### config.mk
export PLATFORM = sky130hd
export DESIGN_NAME = selfcal_tx
export DESIGN_NICKNAME = d
export VERILOG_FILES = /design/src/rtl/selfcal_tx.sv
export SDC_FILE = /design/constraint.sdc
export NUM_CORES = 1
export LEC_CHECK = 0
export ABC_AREA = 0
export ABC_CLOCK_PERIOD_IN_PS = 2800
export CAP_MARGIN = 20
export CORE_AREA = 4 4 82 84
export CTS_CLUSTER_DIAMETER = 50
export DETAILED_ROUTE_END_ITERATION = 7
export DIE_AREA = 0 0 86 88
export GPL_TIMING_DRIVEN = 0
export SLEW_MARGIN = 20
export SYNTH_ARGS = -nofsm -noshare
export SYNTH_HDL_FRONTEND = slang
export SYNTH_SLANG_ARGS = --single-unit
### constraint.sdc
create_clock -name clk -period 2.8 [get_ports clk]
set_input_delay 0.28 -clock clk [delete_from_list [all_inputs] [get_ports clk]]
set_output_delay 0.28 -clock clk [all_outputs]
set_load 0.02 [all_outputs]
### src/rtl/selfcal_tx.sv
//============================================================================
// Module      : selfcal_tx
// Description : MBTRAIN self-calibration initiator (TX end). When enabled it
//               runs a local calibration wait, then sends one SELFCAL end
//               request (4'b0001) over the shared sideband mux. It then
//               waits for the partner's end response (4'b0010) and raises
//               o_test_ack. A watchdog flags a missing response with
//               o_timeout.
// Revision    : 1.0 - initial release
//----------------------------------------------------------------------------
// Parameters
//   CAL_CYCLES      clk cycles spent in local calibration (>= 1)
//   TIMEOUT_CYCLES  watchdog limit counted from leaving IDLE (> CAL_CYCLES+4)
//   CNT_W           width of both counters (must hold TIMEOUT_CYCLES-1)
// Ports
//   clk                         in   1  clock
//   rst_n                       in   1  asynchronous active-low reset
//   i_en                        in   1  substate enable; low aborts to IDLE
//   i_decoded_sideband_message  in   4  decoded received message
//   i_busy_negedge_detected     in   1  sideband TX finished current message
//   i_valid_rx                  in   1  RX responder owns the sideband mux
//   o_sideband_message          out  4  message code for the encoder
//   o_valid_tx                  out  1  send request to sideband TX
//   o_test_ack                  out  1  selfcal complete
//   o_timeout                   out  1  watchdog expired without a response
//============================================================================
`timescale 1ns/1ps
`default_nettype none

module selfcal_tx #(
    parameter int CAL_CYCLES     = 32,
    parameter int TIMEOUT_CYCLES = 8000,
    parameter int CNT_W          = 16
) (
    input  logic       clk,
    input  logic       rst_n,
    input  logic       i_en,
    input  logic [3:0] i_decoded_sideband_message,
    input  logic       i_busy_negedge_detected,
    input  logic       i_valid_rx,
    output logic [3:0] o_sideband_message,
    output logic       o_valid_tx,
    output logic       o_test_ack,
    output logic       o_timeout
);

    localparam logic [3:0]       C_MSG_NONE     = 4'b0000;
    localparam logic [3:0]       C_MSG_END_REQ  = 4'b0001;
    localparam logic [3:0]       C_MSG_END_RESP = 4'b0010;
    localparam logic [CNT_W-1:0] C_CNT_ZERO     = '0;
    localparam logic [CNT_W-1:0] C_CNT_ONE      = CNT_W'(1);
    localparam logic [CNT_W-1:0] C_CAL_LAST     = CNT_W'(CAL_CYCLES - 1);
    localparam logic [CNT_W-1:0] C_WD_LAST      = CNT_W'(TIMEOUT_CYCLES - 1);

    typedef enum logic [2:0] {
        ST_IDLE          = 3'd0,
        ST_LOCAL_CAL     = 3'd1,
        ST_SEND_END_REQ  = 3'd2,
        ST_WAIT_END_RESP = 3'd3,
        ST_TEST_FINISHED = 3'd4,
        ST_TIMEOUT_ERR   = 3'd5
    } state_t;

    state_t           state_q, state_d;
    logic [CNT_W-1:0] cal_cnt_q, cal_cnt_d;
    logic [CNT_W-1:0] wd_cnt_q, wd_cnt_d;
    logic             pending_q, pending_d;
    logic             valid_tx_q, valid_tx_d;
    logic             valid_tx_dly_q, valid_tx_dly_d;
    logic [3:0]       msg_q, msg_d;
    logic             ack_q, ack_d;
    logic             timeout_q, timeout_d;

    logic             w_resp_seen;
    logic             w_watch_state;
    logic             w_wd_expired;

    assign w_resp_seen   = (i_decoded_sideband_message == C_MSG_END_RESP);
    assign w_watch_state = (state_q == ST_LOCAL_CAL)    ||
                           (state_q == ST_SEND_END_REQ) ||
                           (state_q == ST_WAIT_END_RESP);
    assign w_wd_expired  = w_watch_state && (wd_cnt_q == C_WD_LAST);

    always_ff @(posedge clk or negedge rst_n) begin
        if (!rst_n) begin
            state_q        <= ST_IDLE;
            cal_cnt_q      <= C_CNT_ZERO;
            wd_cnt_q       <= C_CNT_ZERO;
            pending_q      <= 1'b0;
            valid_tx_q     <= 1'b0;
            valid_tx_dly_q <= 1'b0;
            msg_q          <= C_MSG_NONE;
            ack_q          <= 1'b0;
            timeout_q      <= 1'b0;
        end else begin
            state_q        <= state_d;
            cal_cnt_q      <= cal_cnt_d;
            wd_cnt_q       <= wd_cnt_d;
            pending_q      <= pending_d;
            valid_tx_q     <= valid_tx_d;
            valid_tx_dly_q <= valid_tx_dly_d;
            msg_q          <= msg_d;
            ack_q          <= ack_d;
            timeout_q      <= timeout_d;
        end
    end

    always_comb begin
        state_d        = state_q;
        cal_cnt_d      = cal_cnt_q;
        wd_cnt_d       = wd_cnt_q;
        pending_d      = pending_q;
        valid_tx_d     = valid_tx_q;
        valid_tx_dly_d = valid_tx_q;
        msg_d          = msg_q;
        ack_d          = ack_q;
        timeout_d      = timeout_q;

        case (state_q)
            ST_IDLE: begin
                cal_cnt_d  = C_CNT_ZERO;
                wd_cnt_d   = C_CNT_ZERO;
                pending_d  = 1'b0;
                valid_tx_d = 1'b0;
                msg_d      = C_MSG_NONE;
                ack_d      = 1'b0;
                timeout_d  = 1'b0;
                if (i_en) begin
                    state_d = ST_LOCAL_CAL;
                end
            end

            ST_LOCAL_CAL: begin
                cal_cnt_d = cal_cnt_q + C_CNT_ONE;
                wd_cnt_d  = wd_cnt_q + C_CNT_ONE;
                if (cal_cnt_q == C_CAL_LAST) begin
                    state_d   = ST_SEND_END_REQ;
                    msg_d     = C_MSG_END_REQ;
                    pending_d = 1'b1;
                end
            end

            ST_SEND_END_REQ: begin
                wd_cnt_d = wd_cnt_q + C_CNT_ONE;
                // Request the mux only while the RX responder is not using it.
                // Gating on pending guarantees a single send per enable.
                if (pending_q && !valid_tx_q && !i_valid_rx) begin
                    valid_tx_d = 1'b1;
                end
                if (valid_tx_q && i_busy_negedge_detected) begin
                    valid_tx_d = 1'b0;
                    pending_d  = 1'b0;
                end
                // The falling edge of our own request marks the message as gone.
                if (!valid_tx_q && valid_tx_dly_q) begin
                    state_d = ST_WAIT_END_RESP;
                    msg_d   = C_MSG_NONE;
                end
            end

            ST_WAIT_END_RESP: begin
                wd_cnt_d = wd_cnt_q + C_CNT_ONE;
                if (w_resp_seen) begin
                    state_d = ST_TEST_FINISHED;
                    ack_d   = 1'b1;
                end
            end

            ST_TEST_FINISHED: begin
                ack_d = 1'b1;
            end

            ST_TIMEOUT_ERR: begin
                timeout_d  = 1'b1;
                valid_tx_d = 1'b0;
                pending_d  = 1'b0;
                msg_d      = C_MSG_NONE;
            end

            default: begin
                state_d = ST_IDLE;
            end
        endcase

        // A response landing on the watchdog limit still counts as success.
        if (w_wd_expired && (state_d != ST_TEST_FINISHED)) begin
            state_d    = ST_TIMEOUT_ERR;
            timeout_d  = 1'b1;
            valid_tx_d = 1'b0;
            pending_d  = 1'b0;
            msg_d      = C_MSG_NONE;
            ack_d      = 1'b0;
        end

        // Losing the enable abandons everything, including a request in flight.
        if ((state_q != ST_IDLE) && !i_en) begin
            state_d    = ST_IDLE;
            cal_cnt_d  = C_CNT_ZERO;
            wd_cnt_d   = C_CNT_ZERO;
            pending_d  = 1'b0;
            valid_tx_d = 1'b0;
            msg_d      = C_MSG_NONE;
            ack_d      = 1'b0;
            timeout_d  = 1'b0;
        end
    end

    assign o_sideband_message = msg_q;
    assign o_valid_tx         = valid_tx_q;
    assign o_test_ack         = ack_q;
    assign o_timeout          = timeout_q;

endmodule

`default_nettype wire
==> metrics, run 1 <==
top-area cell type share of the netlist area 44.91%; Place WS 0.2463 ns; setup violators final 0; crit share post-route 83.83%; die area 7568 um2; die width 86 um; most common flop cell mapped by yosys dfrtp_1; Skew-Pair Late Insertion Delay 0.29 ns; slew at the pin closest to its max-slew limit 1.022 ns; worst r2r path cells 6; Fillers 588; WP data required 2.99 ns; Seq/Total Area, Yosys 44.91%; maximum number of pins on one net before global-route repair 29; Reg2Reg Setup Slack 0.45 ns; Worst Skew 0.01026 ns; first-pass GRT wire length 9149 um; max-slew violation count 0; Total Nets Final 301; Hold Vio Cnt, Final 0; Synth top cells by count 42 x o21ai_0, 41 x dfrtp_1, 39 x nand2_1, 18 x nor2_1, 13 x nand3_1; total number of vias 2021; IO Port Bufs 12; grt total ovfl 0; Routed WL per cell 14.63 um; Power Density 537.0 nW/um2; mean post-synth cell area 8.557 um2; static leakage 1.068 nW; Peak VDD IR 0.0003514 V; Hold/Removal Path Class in -> async; Area contributors post-synth dfrtp_1 45%, o21ai_0 9.2%, nand2_1 6.4%, nor2_1 3.0%, nand3_1 2.8%; max_slew headroom 31.26%; Worst Slack Setup Final 0.4528 ns; row count 28; number of synthesized flops with an enable pin 0; initial DRC count 142; max cap viols 0; I/O pin cnt 16; Area Growth Syn to Fin 14.62%; CTS H-tree depth 2; critical path class reg -> reg; CTS Buffer Depth 2; CP Launch Type flip-flop; via/cell ratio 5.522; cell area after synthesis 2285 um2; Max Freq 426.0 MHz; Yosys Warn Count 0; maximum fanout along the worst path 9; Post-CTS Hold Fix Bufs 1; status finished, final reports clean; layout cells sized above 1 6.186%; CTS Buf Count 5; Reg-to-Reg Start state_q[2]; root buffer cell clkbuf_8; ANT cells 0; Initial Utilization 38.59%; vias in the first global route 1958; Clock transition at path regs 0.08 ns; drt drc 0; Tot Pwr 1.406 mW; GRT Total Usage 15.30%; core area 5921 um2; gpl congestion 0.8395; Arrival @ worst endpoint 2.53 ns; endpoint type of the worst setup path flip-flop; Cell variety after synth 43; fin crit period 2.347 ns; routed wire length 5353 um; placed wire-length estimate 3633 um; worst r2r dst pending_q; total setup buffers inserted after CTS 0; initial antenna violation count 0; top-count cell post-synth o21ai_0; CTS-repair resized insts 0; flops & latches, synth 41; Syn Inst Count 267; CTS Sinks 41; CTS tree done; DR pass1 iterations 4; ANT nets after route 0; RSZ-0062 raised after global routing no; Synth area leader dfrtp_1; asr flop ratio synth 100.0%; Die Span Y 88 um; final setup TNS 0 ns
[registers in the layout, indices dropped and copies added, names as in the netlist]
signal / count
cal_cnt_q: 16
o_sideband_message: 1
o_test_ack: 1
o_timeout: 1
o_valid_tx: 1
pending_q: 1
state_q: 3
valid_tx_dly_q: 1
wd_cnt_q: 16
[placed cells by master, fill, tap and decap left out, types with 4 or more instances in the layout]
| cell | synthesis | routed |
|---|---|---|
| nor3_1 | 6 | 5 |
| clkbuf_8 | 0 | 5 |
| xor2_1 | 6 | 6 |
| nand3_1 | 13 | 13 |
| inv_1 | 6 | 6 |
| nor2_1 | 18 | 18 |
| nand2_1 | 39 | 39 |
| a21oi_1 | 9 | 9 |
| o21a_1 | 5 | 5 |
| and3_1 | 4 | 4 |
| dfrtp_1 | 41 | 41 |
| nand4_1 | 9 | 9 |
| a22o_1 | 6 | 6 |
| nor4_1 | 5 | 5 |
| clkbuf_1 | 10 | 11 |
| o21ai_0 | 42 | 42 |
| o31ai_1 | 5 | 5 |
| clkdlybuf4s50_1 | 0 | 11 |
| a31oi_1 | 7 | 7 |
[routing by layer]
layer	vias to the layer above	track usage, %	wire length (um)
met2	46	25.30	2550
met1	950	19.90	2482
met4	0	5.468	52
met5	-	0	0
met3	4	3.104	268
li1	1021	-	-
[critical path, cell delays in order (launching register included)]
cell,delay [ns]
dfrtp_1,0.38
buf_6,0.14
or4_1,0.51
or4_4,0.51
nor4_4,0.45
a311oi_1,0.13
o21a_1,0.13
[cells by family (layout without fill, tap and decap cells)]
group / Yosys count / in the layout / synth area share (%)
other: 1 / 3 / 0.1641
adders and majority gates: 2 / 2 / 1.095
AOI/OAI and AO/OA: 85 / 85 / 22.62
xor gates and xnor gates: 6 / 6 / 2.300
DFF: 41 / 41 / 44.91
buffers and inverters: 20 / 42 / 4.107
and+or+nand+nor: 112 / 112 / 24.81
[worst max-delay path by stage]
stage / start / endpoint / slack (ns) / cells past startpoint
5_1_grt: state_q[2] / pending_q / 0.37 / 6
3_5_place_dp: i_decoded_sideband_message[0] / pending_q / 0.25 / 6
4_1_cts: state_q[0] / cal_cnt_q[8] / 0.44 / 5
3_3_place_gp: i_decoded_sideband_message[0] / o_valid_tx / 0.28 / 6
2_1_floorplan: state_q[2] / o_valid_tx / 0.67 / 6
6_report: state_q[2] / pending_q / 0.45 / 6
[final cells by class]
type	count	area, um2	area share, %
multi-input combinational	208	1177	44.96
sequential	41	1026	39.18
timing repair buffer	14	145.1	5.542
inverter	6	22.52	0.8600
clock inverter	2	10.01	0.3822
tap	75	93.84	3.583
clock buffer	6	72.57	2.771
buffer	14	71.32	2.723
[metrics by stage]
stage	instances	hold slack, ns	utilization (%)	instance area (um2)
global route	366	0.4444	44.23	2619
detailed placement	357	0.2111	42.58	2521
CTS	366	0.4197	44.15	2614
global placement	356	0.4447	42.33	2506
floorplan	269	-0.01559	-	2292
finish	366	0.4212	44.23	2619
[power breakdown]
group | switching (mW) | internal (mW) | leakage (nW)
combinational | 0.231 | 0.136 | 0.456
clock | 0.203 | 0.173 | 0.0450
sequential | 0.0372 | 0.626 | 0.567
total | 0.471 | 0.935 | 1.07
Power figures use the tool's default switching activity.
==> run 2, diff against run 1 <==
--- a/config.mk
+++ b/config.mk
@@ -6,7 +6,7 @@
 export NUM_CORES = 1
 export LEC_CHECK = 0
 export ABC_AREA = 0
-export ABC_CLOCK_PERIOD_IN_PS = 2800
+export ABC_CLOCK_PERIOD_IN_PS = 2300
 export CAP_MARGIN = 20
 export CORE_AREA = 4 4 82 84
 export CTS_CLUSTER_DIAMETER = 50
==> constraint.sdc (replaced) <==
create_clock -name clk -period 2.3 [get_ports clk]
set_input_delay 0.23 -clock clk [delete_from_list [all_inputs] [get_ports clk]]
set_output_delay 0.23 -clock clk [all_outputs]
set_load 0.02 [all_outputs]
==> run 2 against run 1 <==
Against the previous run: critical endpoint is now o_timeout; combinational power increased by 26%; die area is the same; cell area rose by 1.5%; non-clock buffer count grew 2; clock skew rose by 0.0028 ns; cell count rose by 0.55%; maximum frequency increased by 6.5%; via count increased by 3.3%; utilization is 0.68 points higher; worst hold slack worse by 0.060 ns; sequential power rose by 22%; sequential share of layout area fell by 0.59 points.
==> metrics, run 2 (synthesis gave the netlist of run 1 again) <==
die width 86 um; total number of vias 2088; Initial Utilization 38.59%; crit share post-route 95.86%; final hold slack 0.3614 ns; CTS H-tree depth 2; Hold/Removal Path Class in -> async; I/O pin cnt 16; slew at the pin closest to its max-slew limit 1.048 ns; maximum number of pins on one net before global-route repair 29; Power Density 653.8 nW/um2; biggest regs cal_cnt_q x16, wd_cnt_q x16, state_q x3; Arrival @ worst endpoint 2.45 ns; endpoint type of the worst setup path flip-flop; CP Launch Type flip-flop; Hold Vio Cnt, Final 0; Skew-Pair Late Insertion Delay 0.30 ns; multi-input logic area 1202 um2; initial DRC count 149; CTS tree done; CP bufs+invs 3; CTS Sinks 41; CTS Buf Count 5; post-route cell area 2659 um2; Worst Skew 0.01306 ns; critical-path cell list buf_6 -> or4_1 -> or4_4 -> nor4_4 -> buf_4 -> buf_4 -> o21a_1; ANT cells 0; final setup TNS 0 ns; FF+latch area 1026 um2; routed wire length 5407 um; row count 28; max_slew headroom 29.47%; Fillers 586; critical path class reg -> reg; Routed WL per cell 14.69 um; final instance count without filler cells 368; Area Growth Syn to Fin 16.37%; setup violators final 0; status finished, final reports clean; die area 7568 um2; root buffer cell clkbuf_8; core area 5921 um2; DP Cell Count 357; Tot Pwr 1.738 mW; IO Port Bufs 12; drt drc 0; commonest cells after routing, fill and taps aside 41 x o21ai_0, 41 x dfrtp_1, 39 x nand2_1; DR pass1 iterations 5; Worst Slack Setup Final 0.09513 ns; Max Freq 453.5 MHz; max cap viols 0; max-slew violation count 0; static leakage 1.081 nW; maximum fanout along the worst path 9; placed wire-length estimate 3633 um; slowest CP cell or4_4; final core utilization 44.91%; layout cells sized above 1 7.850%; grt total ovfl 0; Worst path most repeated cell buf_4; Worst path top cell family by delay simple AND/OR/NAND/NOR gates; first-pass GRT wire length 9225 um; delay of the slowest critical-path stage 0.57 ns; Die Span Y 88 um; CTS Buffer Depth 2; Peak VDD IR 0.0004353 V; via/cell ratio 5.674; GRT Total Usage 15.42%; initial antenna violation count 0; Total Nets Final 303; WP data required 2.54 ns; Clock transition at path regs 0.09 ns; gpl congestion 0.8395; ANT nets after route 0; fin crit period 2.205 ns; Place WS -0.2037 ns; placed cell areas 2521 um2; vias in the first global route 1974
run 2: report_power, final:
group | internal (mW) | switching, mW
Sequential | 0.763 | 0.0464
Clock | 0.211 | 0.257
Combinational | 0.172 | 0.290
run 2: area by class of cell:
type / count / share of cell area [%]
clock buffer: 6 / 2.729
multi-input combinational: 208 / 45.22
clock inverter: 2 / 0.3765
inverter: 6 / 0.8471
timing repair buffer: 16 / 6.024
tap: 75 / 3.529
sequential: 41 / 38.59
buffer: 14 / 2.682
run 2: worst paths after layout:
path                       startpoint        endpoint  slack, ns  cells after the start
max                        state_q[2]       o_timeout        0.1                      7
min                             rst_n    cal_cnt_q[6]       0.36                      2
max reg2reg                state_q[2]       o_timeout        0.1                      7
min reg2reg                o_valid_tx  valid_tx_dly_q       0.48                      0
max in group asynchronous       rst_n      o_test_ack       1.47                      3
min in group clk           o_valid_tx  valid_tx_dly_q       0.48                      0
run 2: repair_timing:
action / CTS / global route
setup endpoints to repair: 5 / 4
gates resized for setup: 1 / 5
hold buffers: 1 / 0
pin swaps: 1 / 2
buffers inserted: 1 / 1
endpoints found under the hold margin: 13 / 0
run 2: routing by layer:
metal | vias up | global-route usage (%) | wire, um
met5 | - | 0 | 0
met4 | 0 | 5.468 | 85
met3 | 9 | 3.104 | 273
met2 | 61 | 25.79 | 2563
met1 | 996 | 19.84 | 2484
li1 | 1022 | - | -
==> run 3, diff against run 2 <==
--- a/config.mk
+++ b/config.mk
@@ -8,11 +8,12 @@
 export ABC_AREA = 0
 export ABC_CLOCK_PERIOD_IN_PS = 2300
 export CAP_MARGIN = 20
-export CORE_AREA = 4 4 82 84
+export CORE_AREA = 4 4 73 75
 export CTS_CLUSTER_DIAMETER = 50
 export DETAILED_ROUTE_END_ITERATION = 7
-export DIE_AREA = 0 0 86 88
+export DIE_AREA = 0 0 77 79
 export GPL_TIMING_DRIVEN = 0
+export PLACE_DENSITY = 0.68
 export SLEW_MARGIN = 20
 export SYNTH_ARGS = -nofsm -noshare
 export SYNTH_HDL_FRONTEND = slang
==> run 3 against run 2 <==
Against the previous run: largest cell class unchanged; worst setup slack worse by 0.0024 ns; first-iteration DRC count fell by 46%; clock skew down 0.0067 ns; via count is 3.4% lower; non-clock buffer count is 2 higher; sequential share of layout area is 0.15 points higher; utilization up 12 points; combinational power down 2%.
==> metrics, run 3 (synthesis gave the netlist of run 1 again) <==
Sw Pwr 0.5616 mW; WP data required 2.49 ns; core area 4661 um2; CTS Sinks 41; final instance count without filler cells 348; I/O pin cnt 16; Max Freq 453.1 MHz; Initial Utilization 49.02%; row count 25; Logic pwr share 26.2%; IO Port Bufs 12; ANT cells 0; Clock Power Share 27.1%; Clock transition at path regs 0.07 ns; CTS tree done; CP Launch Type flip-flop; Power Density 653.9 nW/um2; ANT nets after route 0; die width 77 um; endpoint type of the worst setup path flip-flop; slowest CP cell or4_4; via/cell ratio 5.796; gpl congestion 0.8313; switching part of the total power 32.42%; sequential power share 46.7%; Worst path most repeated cell or4_4; commonest cells after routing, fill and taps aside 42 x o21ai_0, 41 x dfrtp_1, 39 x nand2_1; DR pass1 iterations 4; delay of the slowest critical-path stage 0.57 ns; slew at the pin closest to its max-slew limit 0.9714 ns; biggest regs cal_cnt_q x16, wd_cnt_q x16, state_q x3; critical path class reg -> reg; multi-input logic area 1200 um2; Hold Vio Cnt, Final 0; initial DRC count 81; critical-path cell list buf_6 -> or4_4 -> or4_4 -> nor4_4 -> buf_4 -> a311oi_1 -> o21a_1; Total Nets Final 305; Fillers 433; final hold slack 0.3963 ns; maximum number of pins on one net before global-route repair 26; first-pass GRT wire length 8700 um; CTS Buffer Depth 2; status finished, final reports clean; Die Span Y 79 um; drt drc 0; initial antenna violation count 0; grt total ovfl 0; internal power 1.171 mW; Worst path top cell family by delay simple AND/OR/NAND/NOR gates; DP Cell Count 336; CTS H-tree depth 2; die area 6083 um2; crit share post-route 95.97%; CP bufs+invs 2; Hold/Removal Path Class in -> async; final core utilization 56.83%; Area Growth Syn to Fin 15.94%; max cap viols 0; Worst Skew 0.006402 ns; routed wire length 5002 um; placed wire-length estimate 3541 um; commonest non-fill, non-tap cell in the layout o21ai_0; vias in the first global route 1920; RSZ-0062 raised after global routing no; fin crit period 2.207 ns; max_slew headroom 34.64%; layout cells sized above 1 8.503%; Skew-Pair Late Insertion Delay 0.29 ns; GRT Total Usage 17.64%; CTS Buf Count 5; Peak VDD IR 0.0002933 V; setup violators final 0; static leakage 1.090 nW; max-slew violation count 0; root buffer cell clkbuf_8; Routed WL per cell 14.37 um; Arrival @ worst endpoint 2.39 ns; maximum fanout along the worst path 6; total number of vias 2017; FF+latch area 1026 um2
==> run 3: power groups by stage <==
stage / clock (mW) / combinational [mW] / sequential (mW)
after CTS: 0.493 / 0.443 / 0.806
after global routing: 0.521 / 0.499 / 0.817
final: 0.470 / 0.454 / 0.808
after detailed placement: 0 / 0.436 / 0.820
after global placement: 0 / 0.429 / 0.819
after floorplan: 0 / 0.302 / 0.821
==> run 3: repair_timing <==
item,4_1_cts,5_1_grt
hold endpoints to repair,16,0
pin swaps,1,2
resized for setup,1,4
buffers inserted,1,3
endpoints found under the setup margin,5,3
hold buffers,1,0
==> run 3: final timing paths <==
kind | startpoint | end | slack [ns] | cells past startpoint
max in group asynchronous | rst_n | wd_cnt_q[14] | 1.44 | 3
min in group clk | o_valid_tx | valid_tx_dly_q | 0.47 | 0
worst max-delay path | state_q[2] | o_sideband_message[0] | 0.09 | 7
worst min-delay path | rst_n | cal_cnt_q[1] | 0.40 | 2
worst min register to register | o_valid_tx | valid_tx_dly_q | 0.47 | 0
worst max register to register | state_q[2] | o_sideband_message[0] | 0.09 | 7
==> run 3: worst reg2reg max path: cells and delay by family (launching register included) <==
kind                   cells  cell delay, ns
and+or+nand+nor            3            1.22
AOI/OAI and AO/OA          2            0.20
buffers and inverters      2            0.32
DFF                        1            0.38
==> run 3: cell type report <==
type	instances	share of cell area (%)
Buffer	14	2.692
Clock buffer	7	3.259
Inverter	6	0.8503
Multi-Input combinational cell	208	45.30
Sequential cell	41	38.73
Tap cell	54	2.551
Timing Repair Buffer	18	6.613
==> run 3: stage by stage <==
step	power (mW)	setup slack [ns]	setup TNS, ns	cell area [um2]
floorplan	1.123	0.1690	0	2292
global placement	1.248	-0.1541	-2.932	2480
detailed placement	1.256	-0.1577	-0.5280	2495
CTS	1.741	0.02029	0	2604
global route	1.837	0.003568	0	2649
finish	1.732	0.09275	0	2649
==> run 3: routing by layer <==
layer / up-vias / part of all wire (%) / routed length, um / track usage [%]
met5: - / 0 / 0 / 0
met4: 0 / 2.0 / 98 / 8.897
met3: 7 / 2.7 / 135 / 2.948
met2: 30 / 45 / 2239 / 27.96
met1: 957 / 51 / 2527 / 23.41
li1: 1023 / - / - / -
